**src/rtl/mem_arbiter.sv**
```systemverilog
// mem_arbiter: shares one MMU port between CPU (A) and DMA (B), with B starvation guard and bounded lock bursts.
module mem_arbiter #(
  parameter int MAX_WAIT = 4,
  parameter int LOCK_MAX = 16
) (
  input  logic        clk,
  input  logic        rst,
  input  logic        a_req,
  input  logic        a_we,
  input  logic [15:0] a_addr,
  input  logic [15:0] a_wdata,
  output logic        a_gnt,
  output logic [15:0] a_rdata,
  output logic        a_rvalid,
  input  logic        b_req,
  input  logic        b_we,
  input  logic [15:0] b_addr,
  input  logic [15:0] b_wdata,
  input  logic        b_lock,
  output logic        b_gnt,
  output logic [15:0] b_rdata,
  output logic        b_rvalid,
  output logic        mmu_w_en,
  output logic [15:0] mmu_addr,
  output logic [15:0] mmu_data_w,
  input  logic [15:0] mmu_data_r
);
  localparam int WW = $clog2(MAX_WAIT + 1);
  localparam int LW = $clog2(LOCK_MAX + 1);
  logic [WW-1:0] wait_q, wait_d;
  logic [LW-1:0] lock_q, lock_d;
  logic          locked_q, locked_d, norelock_q, norelock_d;
  logic          a_rv_q, a_rv_d, b_rv_q, b_rv_d;
  logic [15:0]   a_rd_q, a_rd_d, b_rd_q, b_rd_d;
  logic          b_win, lock_inc, forced;
  always_comb begin
    b_win      = b_req & (locked_q | !a_req | (wait_q >= WW'(MAX_WAIT)));
    b_gnt      = !rst & b_win;
    a_gnt      = !rst & a_req & !b_win;
    mmu_addr   = b_gnt ? b_addr : a_gnt ? a_addr : 16'h0;
    mmu_data_w = b_gnt ? b_wdata : a_gnt ? a_wdata : 16'h0;
    mmu_w_en   = (a_gnt & a_we) | (b_gnt & b_we);
    wait_d     = (b_req & !b_gnt) ? ((wait_q == WW'(MAX_WAIT)) ? wait_q : wait_q + WW'(1)) : '0;
    // lock_q is zero whenever unlocked, so lock_q+1 covers both the first grant and increments
    lock_inc   = b_gnt & b_lock & (locked_q | !norelock_q);
    forced     = lock_inc & (lock_q + LW'(1) == LW'(LOCK_MAX));
    locked_d   = lock_inc & !forced;
    lock_d     = locked_d ? lock_q + LW'(1) : '0;
    norelock_d = forced | (norelock_q & b_gnt);
    a_rv_d     = a_gnt & !a_we;
    b_rv_d     = b_gnt & !b_we;
    a_rd_d     = a_rv_d ? mmu_data_r : a_rd_q;
    b_rd_d     = b_rv_d ? mmu_data_r : b_rd_q;
  end
  always_ff @(posedge clk or posedge rst) begin
    if (rst) begin
      wait_q     <= '0;
      lock_q     <= '0;
      locked_q   <= 1'b0;
      norelock_q <= 1'b0;
      a_rv_q     <= 1'b0;
      b_rv_q     <= 1'b0;
      a_rd_q     <= 16'h0;
      b_rd_q     <= 16'h0;
    end else begin
      wait_q     <= wait_d;
      lock_q     <= lock_d;
      locked_q   <= locked_d;
      norelock_q <= norelock_d;
      a_rv_q     <= a_rv_d;
      b_rv_q     <= b_rv_d;
      a_rd_q     <= a_rd_d;
      b_rd_q     <= b_rd_d;
    end
  end
  assign a_rvalid = a_rv_q;
  assign b_rvalid = b_rv_q;
  assign a_rdata  = a_rd_q;
  assign b_rdata  = b_rd_q;
endmodule

```
**config.mk**
```make
export PLATFORM = sky130hd
export DESIGN_NAME = mem_arbiter
export DESIGN_NICKNAME = d
export VERILOG_FILES = /design/src/rtl/mem_arbiter.sv
export SDC_FILE = /design/constraint.sdc
export NUM_CORES = 1
export LEC_CHECK = 0
export BUFFER_PORTS_ARGS = -buffer_cell sky130_fd_sc_hd__buf_2
export CAP_MARGIN = 20
export CORE_MARGIN = 2
export CORE_UTILIZATION = 44
export CTS_CLUSTER_SIZE = 10
export DETAILED_ROUTE_END_ITERATION = 16
export PLACE_DENSITY = 0.91
export SLEW_MARGIN = 25
export SYNTH_ARGS = -nofsm -noshare
export SYNTH_HDL_FRONTEND = slang
export SYNTH_SLANG_ARGS = --single-unit
```
**constraint.sdc**
```tcl
create_clock -name clk -period 6.8 [get_ports clk]
set_clock_uncertainty 0.2 [all_clocks]
set_input_delay 1.36 -clock clk [delete_from_list [all_inputs] [get_ports clk]]
set_output_delay 1.36 -clock clk [all_outputs]
set_load 0.02 [all_outputs]
```
### Word-level counts from Yosys, hierarchy flattened

Index checks and enable logic that the tools add are counted.

* input port bits: 87
* output and inout port bits: 69
* word-level logic and storage cells: 48
* flip-flop bits (word level): 44

* reduce and logical (&&, ||, !) cells: 8
* add/sub/neg operators: 2
* mux-type cells: 7
* bitwise gates (word level): 19
* order comparisons: 1
* eq/ne operators: 3

Operators by type and width (number)
* $mux W16: 4
* $and A1 B1 Y1: 14
* $logic_not A1 Y1: 8
* $mux W3: 2
* $add A5 B1 Y5 const B: 1
* $eq A5 B5 Y1 const B: 1
* $mux W5: 1
* $or A1 B1 Y1: 5
* $add A3 B1 Y3 const B: 1
* $eq A3 B3 Y1 const B: 1
* $ge A3 B3 Y1 const B: 1
* $ne A2 B2 Y1 const B: 1

### Longest topological paths before layout

Gate-level depths: netlist of run 1.

* word-level depth: 11
* gate-level depth with buffers: 7
* gate-level depth less buffers: 5

### Worst setup path after synthesis of run 1

Ideal clock, no wire load.

* path kind: input to output
* start point: input rst
* end point: output mmu_data_w[10]
* arrival: 3457 ps
* setup slack: 1783 ps
* required time: 5240 ps
* buffers on the path: 2
* stages: 5
* path through: inv_1 -> and3_1 -> buf_6 -> clkbuf_1 -> a22o_1

* word-level cells in the longest chain between the ends: 5
* elaborated cells on any way between the ends: 6
* those cells by class: 2 x mux; 3 x bitwise; 1 x reduce/logical

RTL lines
* from (decl): line 7 `input logic rst,`
* $logic_not A1 Y1 (no line)
* $and A1 B1 Y1 (2 in series): line 39 `a_gnt = !rst & a_req & !b_win;`
* via a_gnt: line 12 `output logic a_gnt,`
* $mux W16 (2 in series): line 41 `mmu_data_w = b_gnt ? b_wdata : a_gnt ? a_wdata : 16'h0;`
* to (decl): line 25 `output logic [15:0] mmu_data_w,`

The timed path passes the listed nets, and every way through them passes these cells.

### Final worst setup path of run 1

* start point: input rst
* end point: output mmu_data_w[5]

* word-level cells in the longest chain between the ends: 5
* elaborated cells on any way between the ends: 6
* those cells by class: 2 x mux; 3 x bitwise; 1 x reduce/logical

RTL lines (line)
* $logic_not A1 Y1 (no line) *
* $and A1 B1 Y1 (2 in series): 39
* $mux W16: 41
* $mux W16 *: 41

Every way passes the cells marked *; elsewhere a longest branch is shown, timed or not.

==> run_results.csv, run 1 <==
group,metric,value,unit
sta,max-slew-margin-rel,42.7,%
sta,number_of_setup_violations_in_the_final_report,0,
worst_setup_path,cp_max_fo,37,
clocking,cts.root.buffer_cell,"sky130_fd_sc_hd__clkbuf_8",
synth,ys_seq_area_share,50.9,%
floorplan,top_level_ports,156,
global_routing,grt_util_all_layers,20.2,%
sta,post-route-worst-setup-slack,2.43,ns
placement,port_buffers,155,
placement,numPlacedInstances,376,
worst_hold_path,hp-class,"reg2reg",
run,timing.max_cap.violations,0,
sta,rsz0062_at_grt,"no",
worst_setup_path,cpMostUsedCell,"sky130_fd_sc_hd__buf_2",
synth,yosys_most_used_dff,"sky130_fd_sc_hd__dfrtp_1",
floorplan,fp.dieH,74.1,µm
clocking,cts_buffers,5,
clocking,clk_pin_slew,0.08,ns
worst_hold_path,hold_path_startpoint,"b_rdata[2]",
placement,dp_hpwl,4350,µm
cells_and_area,drive_gt1_share,63.3,%
worst_setup_path,cp.required,5.24,ns
worst_setup_path,timing.critical_path.cells,"buf_2 > nand2b_1 > a21oi_4 > a22o_1 > buf_2",
global_routing,grt_overflow,0,
sta,worst_slew_pin_slew,0.857,ns
sta,finalHoldViolations,0,
drt,dr_total_vias,1910,
synth,synthesis.instances,164,
synth,synth.yosys.warnings,0,
worst_hold_path,min_delay_worst_endpoint,"b_rdata[2]",
floorplan,placement_rows,25,
run_status,status,"finished, final reports clean",
worst_setup_path,r2r_start,"wait_q[2]",
worst_setup_path,worst-r2r-cell-count,4,
worst_setup_path,levels_on_crit_path,5,
worst_setup_path,path_buf_inv,2,
drt,detail_route.iter0.violations,69,
cells_and_area,final_core_util,64.0,%
global_routing,vias_in_the_first_global_route,1823,
cells_and_area,nFillCells,377,
sta,post-route-period-util,64.2,%
worst_setup_path,r2r_end,"b_rdata[1]",
floorplan,die_w,74.1,µm
power_and_ir_drop,static-leakage-power,1.63,nW
synth,ys_ff_latch,44,
floorplan,core_area,4720,µm²
synth,netlist-cell-type-count,30,
clocking,clock-sinks,44,
cells_and_area,insertedDiodeCount,0,
synth,number_of_enable_flip_flop_cells_after_synthesis,0,
global_routing,initial_antenna_violation_count,0,
worst_setup_path,cp-start-kind,"input pin",
clocking,cts.hold.buffers_added,0,
worst_setup_path,critPathMaxStageDelay,0.68,ns
worst_setup_path,reg2reg_setup_slack,4.11,ns
global_routing,grt_pass1_wl,8480,µm
worst_setup_path,worstSetupEndpointType,"primary output",
cells_and_area,post_layout_nonfiller_instances,383,
clocking,cts_setup_buffers,0,
drt,totalWireLength,5580,µm
synth,postSynthAreaPerCell,13.2,µm²
synth,syn_nets,254,
drt,drc_errors,0,
sta,maxSlewViolCount,0,
sta,fin_setup_tns,0,ns
sta,period_needed,4.37,ns
clocking,number_of_buffers_on_the_longest_clock_path,2,
clocking,cts_htree_levels,2,
worst_setup_path,largest_delay_contributor_family_on_the_critical_path,"compound AO/OA/AOI/OAI gates",
drt,drt.antenna.violating_nets,0,
power_and_ir_drop,power.density,242,nW/µm²
power_and_ir_drop,max-vdd-ir-drop,0.130,mV
drt,detail_route.vias_per_cell,4.99,
placement,detailedPlace.worstSlack,2.25,ns
sta,maximum_operating_frequency,229,MHz
clocking,clk_latency,0.28,ns
global_routing,largest_net_degree_at_the_start_of_global_routing,45,
cells_and_area,areaGrowthSynthToFinish,39.9,%
clocking,tritoncts_clock_tree,"built",
cells_and_area,finish.net_count,406,
clocking,post_cts_resize_count,0,
worst_setup_path,worstPathArrival,2.81,ns
floorplan,die_area,5490,µm²
worst_setup_path,criticalPathCategory,"in2out",
floorplan,initial_utilization,45.8,%
synth,postSynth.asyncResetShare,100,%
worst_setup_path,timing.critical_path.slowest_stage_cell,"sky130_fd_sc_hd__a21oi_4",
placement,routabilityCongestion,0.800,
drt,post_drt_wl_per_cell,14.6,µm
worst_hold_path,whs_path_depth,1,
synth,synth.cell_area,2160,µm²
drt,detailedRoute.firstPassIterationCount,4,
## per-layer routing
| layer | global-route usage, % | up-vias | share of wire (%) |
|---|---|---|---|
| li1 | - | 911 | - |
| met1 | 29.0 | 920 | 43 |
| met2 | 31.2 | 73 | 50 |
| met3 | 4.47 | 6 | 5.9 |
| met4 | 5.25 | 0 | 0.63 |
| met5 | 0 | - | 0 |
## area by class of cell
cell class	instances	area, µm²	area share (%)
clock inverters	2	12.5	0.414
well taps	67	83.8	2.77
repair buffers	156	783	25.9
flip-flops and latches	44	1100	36.4
inverters	5	18.8	0.621
multi-input cells	104	956	31.6
clock buffers	5	68.8	2.28
## stage by stage
step	hold WS [ns]	power, W	cell area (µm²)
floorplan	0.269	0.000491	2160
CTS	0.310	0.000741	3020
global route	0.328	0.000772	3020
finish	0.304	0.000732	3020
global placement	0.284	0.000579	2940
detailed placement	0.293	0.000588	2940
## cells by family after synthesis
group	Yosys count	synth area share, %
AO/OA/AOI/OAI	41	16.6
multiplexers	32	18.2
flip-flops	44	50.9
buffers and inverters	16	4.92
AND/OR/NAND/NOR	24	5.96
adder cells (fa/ha/maj)	3	1.74
XOR/XNOR	4	1.62
## layout by cell type (no fill, tap or decap), types with 2 or more instances in the layout
master                     netlist  final
sky130_fd_sc_hd__buf_2           0    155
sky130_fd_sc_hd__dfrtp_1        44     44
sky130_fd_sc_hd__a22o_1         33     33
sky130_fd_sc_hd__mux2_2         23     23
sky130_fd_sc_hd__mux2_4          9      9
sky130_fd_sc_hd__nor2_1          8      8
sky130_fd_sc_hd__clkbuf_8        0      5
sky130_fd_sc_hd__inv_1           5      4
sky130_fd_sc_hd__nand2_1         3      3
sky130_fd_sc_hd__nand3_1         3      3
sky130_fd_sc_hd__ha_1            3      3
sky130_fd_sc_hd__nand2b_1        2      2
sky130_fd_sc_hd__xnor2_1         2      2
sky130_fd_sc_hd__nor2b_1         2      2
sky130_fd_sc_hd__xor2_1          2      2
## Yosys cell counts, types with 3 or more instances
master / n / share of area [%]
sky130_fd_sc_hd__a22o_1: 33 / 13
sky130_fd_sc_hd__buf_6: 4 / 2.1
sky130_fd_sc_hd__clkbuf_1: 6 / 1.0
sky130_fd_sc_hd__dfrtp_1: 44 / 51
sky130_fd_sc_hd__ha_1: 3 / 1.7
sky130_fd_sc_hd__inv_1: 5 / 0.87
sky130_fd_sc_hd__mux2_2: 23 / 12
sky130_fd_sc_hd__mux2_4: 9 / 6.3
sky130_fd_sc_hd__nand2_1: 3 / 0.52
sky130_fd_sc_hd__nand3_1: 3 / 0.69
sky130_fd_sc_hd__nor2_1: 8 / 1.4
## sequential cells by signal, summed over array words and instances, names as in the netlist
register / count
b_rdata: 16
norelock_q: 1
b_rvalid: 1
wait_q: 3
lock_q: 5
a_rdata: 16
a_rvalid: 1
locked_q: 1
## worst max path at each step
stage	slack [ns]	end	start
floorplan	1.78	mmu_data_w[10]	rst
global placement	2.28	mmu_data_w[5]	b_req
detailed placement	2.25	mmu_data_w[5]	b_req
CTS	2.25	mmu_data_w[5]	b_req
global route	2.31	mmu_data_w[5]	rst
finish	2.43	mmu_data_w[5]	rst
## report_power, final
group | switching (W) | internal, W
Combinational | 0.000139 | 0.000111
Sequential | 0.0000233 | 0.000307
Clock | 0.0000817 | 0.0000695
Power figures use the tool's default switching activity.
==> inputs of run 2 (changes only) <==
- CORE_UTILIZATION: 44 -> 37
- PLACE_DENSITY: 0.91 -> 0.82
- clock period: 6.8 -> 4 ns (I/O delays scaled with it)
==> run 2 against run 1 <==
Die area increased by 18%. Total power increased by 76%. Critical path depth increased by 1. Via count increased by 0.73%. Critical path type unchanged. Critical endpoint is now mmu_data_w[2]. Clock power increased by 95%. Worst hold slack improved by 0.00096 ns. Cell area increased by 1.4%. Sequential power increased by 70%. Core utilization decreased by 9.0 points. Highest routed layer unchanged. Sequential share of layout area decreased by 0.51 points. First-iteration DRC count increased by 20%.
==> run_results.csv, run 2 (same netlist as run 1, synthesis figures left out) <==
group,metric,value,unit
run_status,status,"finished, final reports clean",
cells_and_area,multiInputGateArea,955,µm²
global_routing,grt_overflow,0,
floorplan,placement_rows,27,
clocking,tritoncts_clock_tree,"built",
cells_and_area,mostFrequentLayoutCell,"sky130_fd_sc_hd__buf_2",
global_routing,vias_in_the_first_global_route,1812,
sta,maxSlewViolCount,0,
clocking,cts.root.buffer_cell,"sky130_fd_sc_hd__clkbuf_8",
cells_and_area,areaGrowthSynthToFinish,41.8,%
worst_setup_path,cp.required,3.00,ns
drt,totalWireLength,5890,µm
drt,drt.antenna.violating_nets,0,
floorplan,core_area,5570,µm²
clocking,clk_latency,0.30,ns
drt,detail_route.iter0.violations,83,
sta,fin_setup_tns,0,ns
sta,max-slew-margin-rel,57.9,%
sta,rsz0062_at_grt,"no",
cells_and_area,drive_gt1_share,63.7,%
run,timing.max_cap.violations,0,
sta,post-route-worst-setup-slack,1.01,ns
drt,drc_errors,0,
drt,post_drt_wl_per_cell,15.0,µm
drt,dr_total_vias,1924,
placement,port_buffers,155,
cells_and_area,post_layout_nonfiller_instances,392,
floorplan,top_level_ports,156,
floorplan,die_w,80.4,µm
placement,numPlacedInstances,384,
worst_setup_path,worstPathArrival,1.99,ns
placement,routabilityCongestion,0.771,
sta,worst_slew_pin_slew,0.631,ns
sta,finalHoldViolations,0,
sta,period_needed,2.99,ns
worst_setup_path,criticalPathCategory,"in2out",
worst_hold_path,hp-class,"reg2reg",
clocking,cts.hold.buffers_added,0,
placement,detailedPlace.worstSlack,1.03,ns
sta,post-route-period-util,74.6,%
power_and_ir_drop,max-vdd-ir-drop,0.330,mV
global_routing,grt_util_all_layers,16.9,%
power_and_ir_drop,power_report.internal_total,0.000853,W
clocking,number_of_buffers_on_the_longest_clock_path,2,
floorplan,fp.dieH,80.4,µm
drt,detailedRoute.firstPassIterationCount,4,
cells_and_area,register_area,1100,µm²
power_and_ir_drop,share_clk_of_total_power,23.0,%
sta,number_of_setup_violations_in_the_final_report,0,
power_and_ir_drop,power.density,419,nW/µm²
power_and_ir_drop,seq_power_share,43.8,%
power_and_ir_drop,p_sw,0.000433,W
worst_setup_path,worstSetupEndpointType,"primary output",
global_routing,grt_pass1_wl,8630,µm
worst_hold_path,whs_path_depth,1,
worst_setup_path,cp-start-kind,"input pin",
drt,detail_route.vias_per_cell,4.91,
cells_and_area,mostFrequentLayoutCells,"155 x sky130_fd_sc_hd__buf_2, 44 x sky130_fd_sc_hd__dfrtp_1, 33 x sky130_fd_sc_hd__a22o_1",
global_routing,initial_antenna_violation_count,0,
power_and_ir_drop,static-leakage-power,1.66,nW
clocking,cts_buffers,5,
clocking,cts_setup_buffers,0,
cells_and_area,finish.net_count,409,
sta,maximum_operating_frequency,335,MHz
clocking,post_cts_resize_count,0,
worst_setup_path,cp_max_fo,34,
clocking,clk_pin_slew,0.08,ns
power_and_ir_drop,combinationalPowerShare,33.2,%
global_routing,largest_net_degree_at_the_start_of_global_routing,45,
power_and_ir_drop,power_switching_share,33.6,%
clocking,clock-sinks,44,
floorplan,die_area,6470,µm²
cells_and_area,nFillCells,512,
placement,dp_hpwl,4600,µm
worst_setup_path,worst-r2r-cell-count,4,
floorplan,initial_utilization,38.8,%
cells_and_area,insertedDiodeCount,0,
clocking,cts_htree_levels,2,
run 2: changes by cell type in the layout (fill, tap and decap cells not counted), sizes merged:
cell      before  now
inv            4    6
clkinvlp       1    0
clkbuf         5    6
clkinv         2    1
buf          156  159
run 2: critical path: stages:
cell and delay (ns):
sky130_fd_sc_hd__buf_2 0.11, sky130_fd_sc_hd__nand2b_1 0.18, sky130_fd_sc_hd__a21oi_4 0.16, sky130_fd_sc_hd__buf_4 0.35, sky130_fd_sc_hd__a22o_1 0.21, sky130_fd_sc_hd__buf_2 0.17
run 2: cell type report:
| type | count | area share [%] |
|---|---|---|
| Tap cell | 72 | 2.94 |
| Clock buffer | 6 | 2.69 |
| Inverter | 5 | 0.612 |
| Clock inverter | 2 | 0.449 |
| Multi-Input combinational cell | 104 | 31.1 |
| Sequential cell | 44 | 35.9 |
| Timing Repair Buffer | 159 | 26.3 |
run 2: routing by layer:
metal	share of wire, %	track usage, %	wire (µm)
met5	0	0	0
met1	41	21.5	2390
met4	1.3	5.08	76
met3	3.4	3.26	202
met2	55	29.1	3220
run 2: path summary, 6_finish.rpt:
kind                              from            end  slack, ns
max                                rst  mmu_data_w[2]       1.01
min                        b_rdata[12]    b_rdata[12]       0.30
max reg2reg                  wait_q[2]     a_rdata[9]       1.89
min reg2reg                b_rdata[12]    b_rdata[12]       0.30
max in group asynchronous          rst     b_rdata[5]       2.76
min in group asynchronous          rst     norelock_q       0.45
run 2: per-stage QoR:
| step | utilization, % | power [W] | instance area [µm²] | hold WS (ns) |
|---|---|---|---|---|
| after floorplan | - | 0.000835 | 2160 | 0.269 |
| after global placement | 53.3 | 0.000989 | 2970 | 0.284 |
| after detailed placement | 53.3 | 0.00100 | 2970 | 0.290 |
| after CTS | 55.0 | 0.00130 | 3070 | 0.310 |
| after global routing | 55.0 | 0.00135 | 3070 | 0.314 |
| final | 55.0 | 0.00129 | 3070 | 0.305 |
run 2: power by group through the flow:
stage | Combinational [W] | Sequential (W) | Clock (W)
floorplan | 0.000171 | 0.000664 | 0
global placement | 0.000423 | 0.000566 | 0
detailed placement | 0.000432 | 0.000572 | 0
CTS | 0.000433 | 0.000564 | 0.000303
global route | 0.000456 | 0.000573 | 0.000320
finish | 0.000427 | 0.000564 | 0.000295
==> inputs of run 3 (changes only) <==
- clock period: 4 -> 2.7 ns (I/O delays scaled with it)
==> run 3 against run 2 <==
Clock-buffer cell count is 1 lower. Sequential cell count unchanged. Core utilization is 5.7 points higher. Global-route usage is 1.3 points higher. Cell area up 10%. Register-to-register slack lost 1.5 ns. Wire length is 3.1% higher. Sequential power up 48%. Total power grew 57%. Critical path depth decreased by 2. Non-clock buffer count stayed put. Worst hold slack worse by 0.086 ns.
==> run_results.csv, run 3 (same netlist as run 1, synthesis figures left out) <==
group,metric,value,unit
run_status,status,"finished, final reports clean",
global_routing,vias_in_the_first_global_route,1851,
global_routing,grt_pass1_wl,9080,µm
drt,drc_errors,0,
placement,dp_hpwl,4720,µm
placement,routabilityCongestion,0.785,
clocking,cts_buffers,5,
worst_setup_path,path_buf_inv,1,
clocking,clk_latency,0.29,ns
clocking,tritoncts_clock_tree,"built",
floorplan,initial_utilization,38.8,%
worst_setup_path,critPathMaxStageDelay,0.56,ns
cells_and_area,multiInputGateArea,1210,µm²
run,timing.max_cap.violations,0,
cells_and_area,finish.net_count,409,
sta,post-route-worst-setup-slack,0.106,ns
power_and_ir_drop,static-leakage-power,1.82,nW
sta,rsz0062_at_grt,"no",
global_routing,initial_antenna_violation_count,0,
sta,period_needed,2.59,ns
cells_and_area,mostFrequentLayoutCells,"155 x sky130_fd_sc_hd__buf_2, 44 x sky130_fd_sc_hd__dfrtp_1, 29 x sky130_fd_sc_hd__a22o_4",
global_routing,grt_util_all_layers,18.2,%
worst_setup_path,worstPathArrival,1.85,ns
clocking,post_cts_resize_count,0,
sta,maxSlewViolCount,0,
worst_setup_path,worst-r2r-cell-count,5,
drt,totalWireLength,6070,µm
floorplan,placement_rows,27,
floorplan,die_w,80.4,µm
sta,maximum_operating_frequency,386,MHz
sta,post-route-period-util,96.1,%
clocking,clock-sinks,44,
drt,detail_route.vias_per_cell,4.78,
drt,dr_total_vias,1874,
global_routing,largest_net_degree_at_the_start_of_global_routing,45,
worst_setup_path,largest_delay_contributor_family_on_the_critical_path,"simple AND/OR/NAND/NOR gates",
floorplan,top_level_ports,156,
cells_and_area,nFillCells,485,
drt,post_drt_wl_per_cell,15.5,µm
worst_setup_path,timing.critical_path.slowest_stage_cell,"sky130_fd_sc_hd__and3_4",
worst_setup_path,r2r_start,"wait_q[2]",
clocking,number_of_buffers_on_the_longest_clock_path,2,
power_and_ir_drop,power.density,595,nW/µm²
clocking,cts.hold.buffers_added,0,
worst_setup_path,cp_max_fo,35,
cells_and_area,insertedDiodeCount,0,
power_and_ir_drop,totalPowerFinal,0.00201,W
cells_and_area,drive_gt1_share,73.1,%
cells_and_area,register_area,1100,µm²
sta,worst_slew_pin_slew,0.551,ns
floorplan,fp.dieH,80.4,µm
worst_setup_path,r2r_end,"a_rdata[10]",
worst_setup_path,criticalPathCategory,"reg2out",
worst_hold_path,hp-class,"in2async",
power_and_ir_drop,max-vdd-ir-drop,0.535,mV
sta,max-slew-margin-rel,63.3,%
sta,number_of_setup_violations_in_the_final_report,0,
worst_setup_path,timing.critical_path.cells,"o21ai_1 > and3_4 > a22o_1 > buf_2",
cells_and_area,mostFrequentLayoutCell,"sky130_fd_sc_hd__buf_2",
drt,detailedRoute.firstPassIterationCount,4,
worst_setup_path,cp-start-kind,"flop",
placement,detailedPlace.worstSlack,0.276,ns
cells_and_area,final_core_util,60.7,%
worst_setup_path,worstSetupEndpointType,"primary output",
worst_setup_path,reg2reg_setup_slack,0.43,ns
floorplan,die_area,6470,µm²
clocking,cts_setup_buffers,0,
clocking,cts_htree_levels,2,
drt,detail_route.iter0.violations,72,
clocking,cts.root.buffer_cell,"sky130_fd_sc_hd__clkbuf_8",
placement,port_buffers,155,
sta,finalHoldViolations,0,
clocking,clk_pin_slew,0.08,ns
floorplan,core_area,5570,µm²
global_routing,grt_overflow,0,
cells_and_area,areaGrowthSynthToFinish,56.4,%
worst_setup_path,cp.required,1.96,ns
drt,drt.antenna.violating_nets,0,
-- run 3: cell types whose count changed in the layout (fill, tap and decap cells not counted), moves of 2 or more --
cell	change
sky130_fd_sc_hd__a22o_1	-29
sky130_fd_sc_hd__a22o_4	+29
sky130_fd_sc_hd__buf_12	+3
sky130_fd_sc_hd__buf_4	-3
sky130_fd_sc_hd__clkinvlp_4	+2
-- run 3: worst max path at each step --
stage | slack [ns] | end | startpoint | cells after the start
final | 0.11 | mmu_addr[0] | wait_q[2] | 4
after global routing | 0.002 | mmu_addr[0] | wait_q[2] | 4
after CTS | 0.10 | mmu_addr[0] | wait_q[2] | 4
after detailed placement | 0.28 | mmu_addr[0] | b_req | 5
after global placement | 0.32 | mmu_w_en | b_req | 5
after floorplan | -0.17 | mmu_data_w[10] | rst | 5
-- run 3: layout make-up --
| cell class | count | share of cell area [%] |
|---|---|---|
| tap | 72 | 2.66 |
| clock inverter | 3 | 1.26 |
| inverter | 5 | 0.666 |
| multi-input combinational | 104 | 35.9 |
| clock buffer | 5 | 2.03 |
| timing repair buffer | 159 | 24.9 |
| sequential | 44 | 32.6 |
-- run 3: stage by stage --
step / area, µm² / hold slack, ns / std cells / TNS, ns
after floorplan: 2470 / 0.269 / 164 / -5.15
after global placement: 3270 / 0.285 / 384 / 0
after detailed placement: 3270 / 0.290 / 384 / 0
after CTS: 3380 / 0.235 / 392 / 0
after global routing: 3380 / 0.261 / 392 / 0
final: 3380 / 0.219 / 392 / 0
-- run 3: routing by layer --
metal,GRT usage (%),up-vias,share of wire (%)
li1,-,911,-
met1,24.3,888,41
met2,29.6,67,51
met3,4.49,8,6.2
met4,4.58,0,1.2
met5,0,-,0
-- run 3: power by group --
part / leakage, nW / total [W] / switching (W) / internal (W)
clock network: 0.0541 / 0.000489 / 0.000215 / 0.000274
registers: 0.545 / 0.000837 / 0.0000624 / 0.000774
logic: 1.22 / 0.000687 / 0.000373 / 0.000315
-- run 3: worst min-delay path, cell delays in order --
cell	delay, ns
sky130_fd_sc_hd__buf_2	0.12
sky130_fd_sc_hd__clkinvlp_4	0.06
sky130_fd_sc_hd__buf_4	0.45
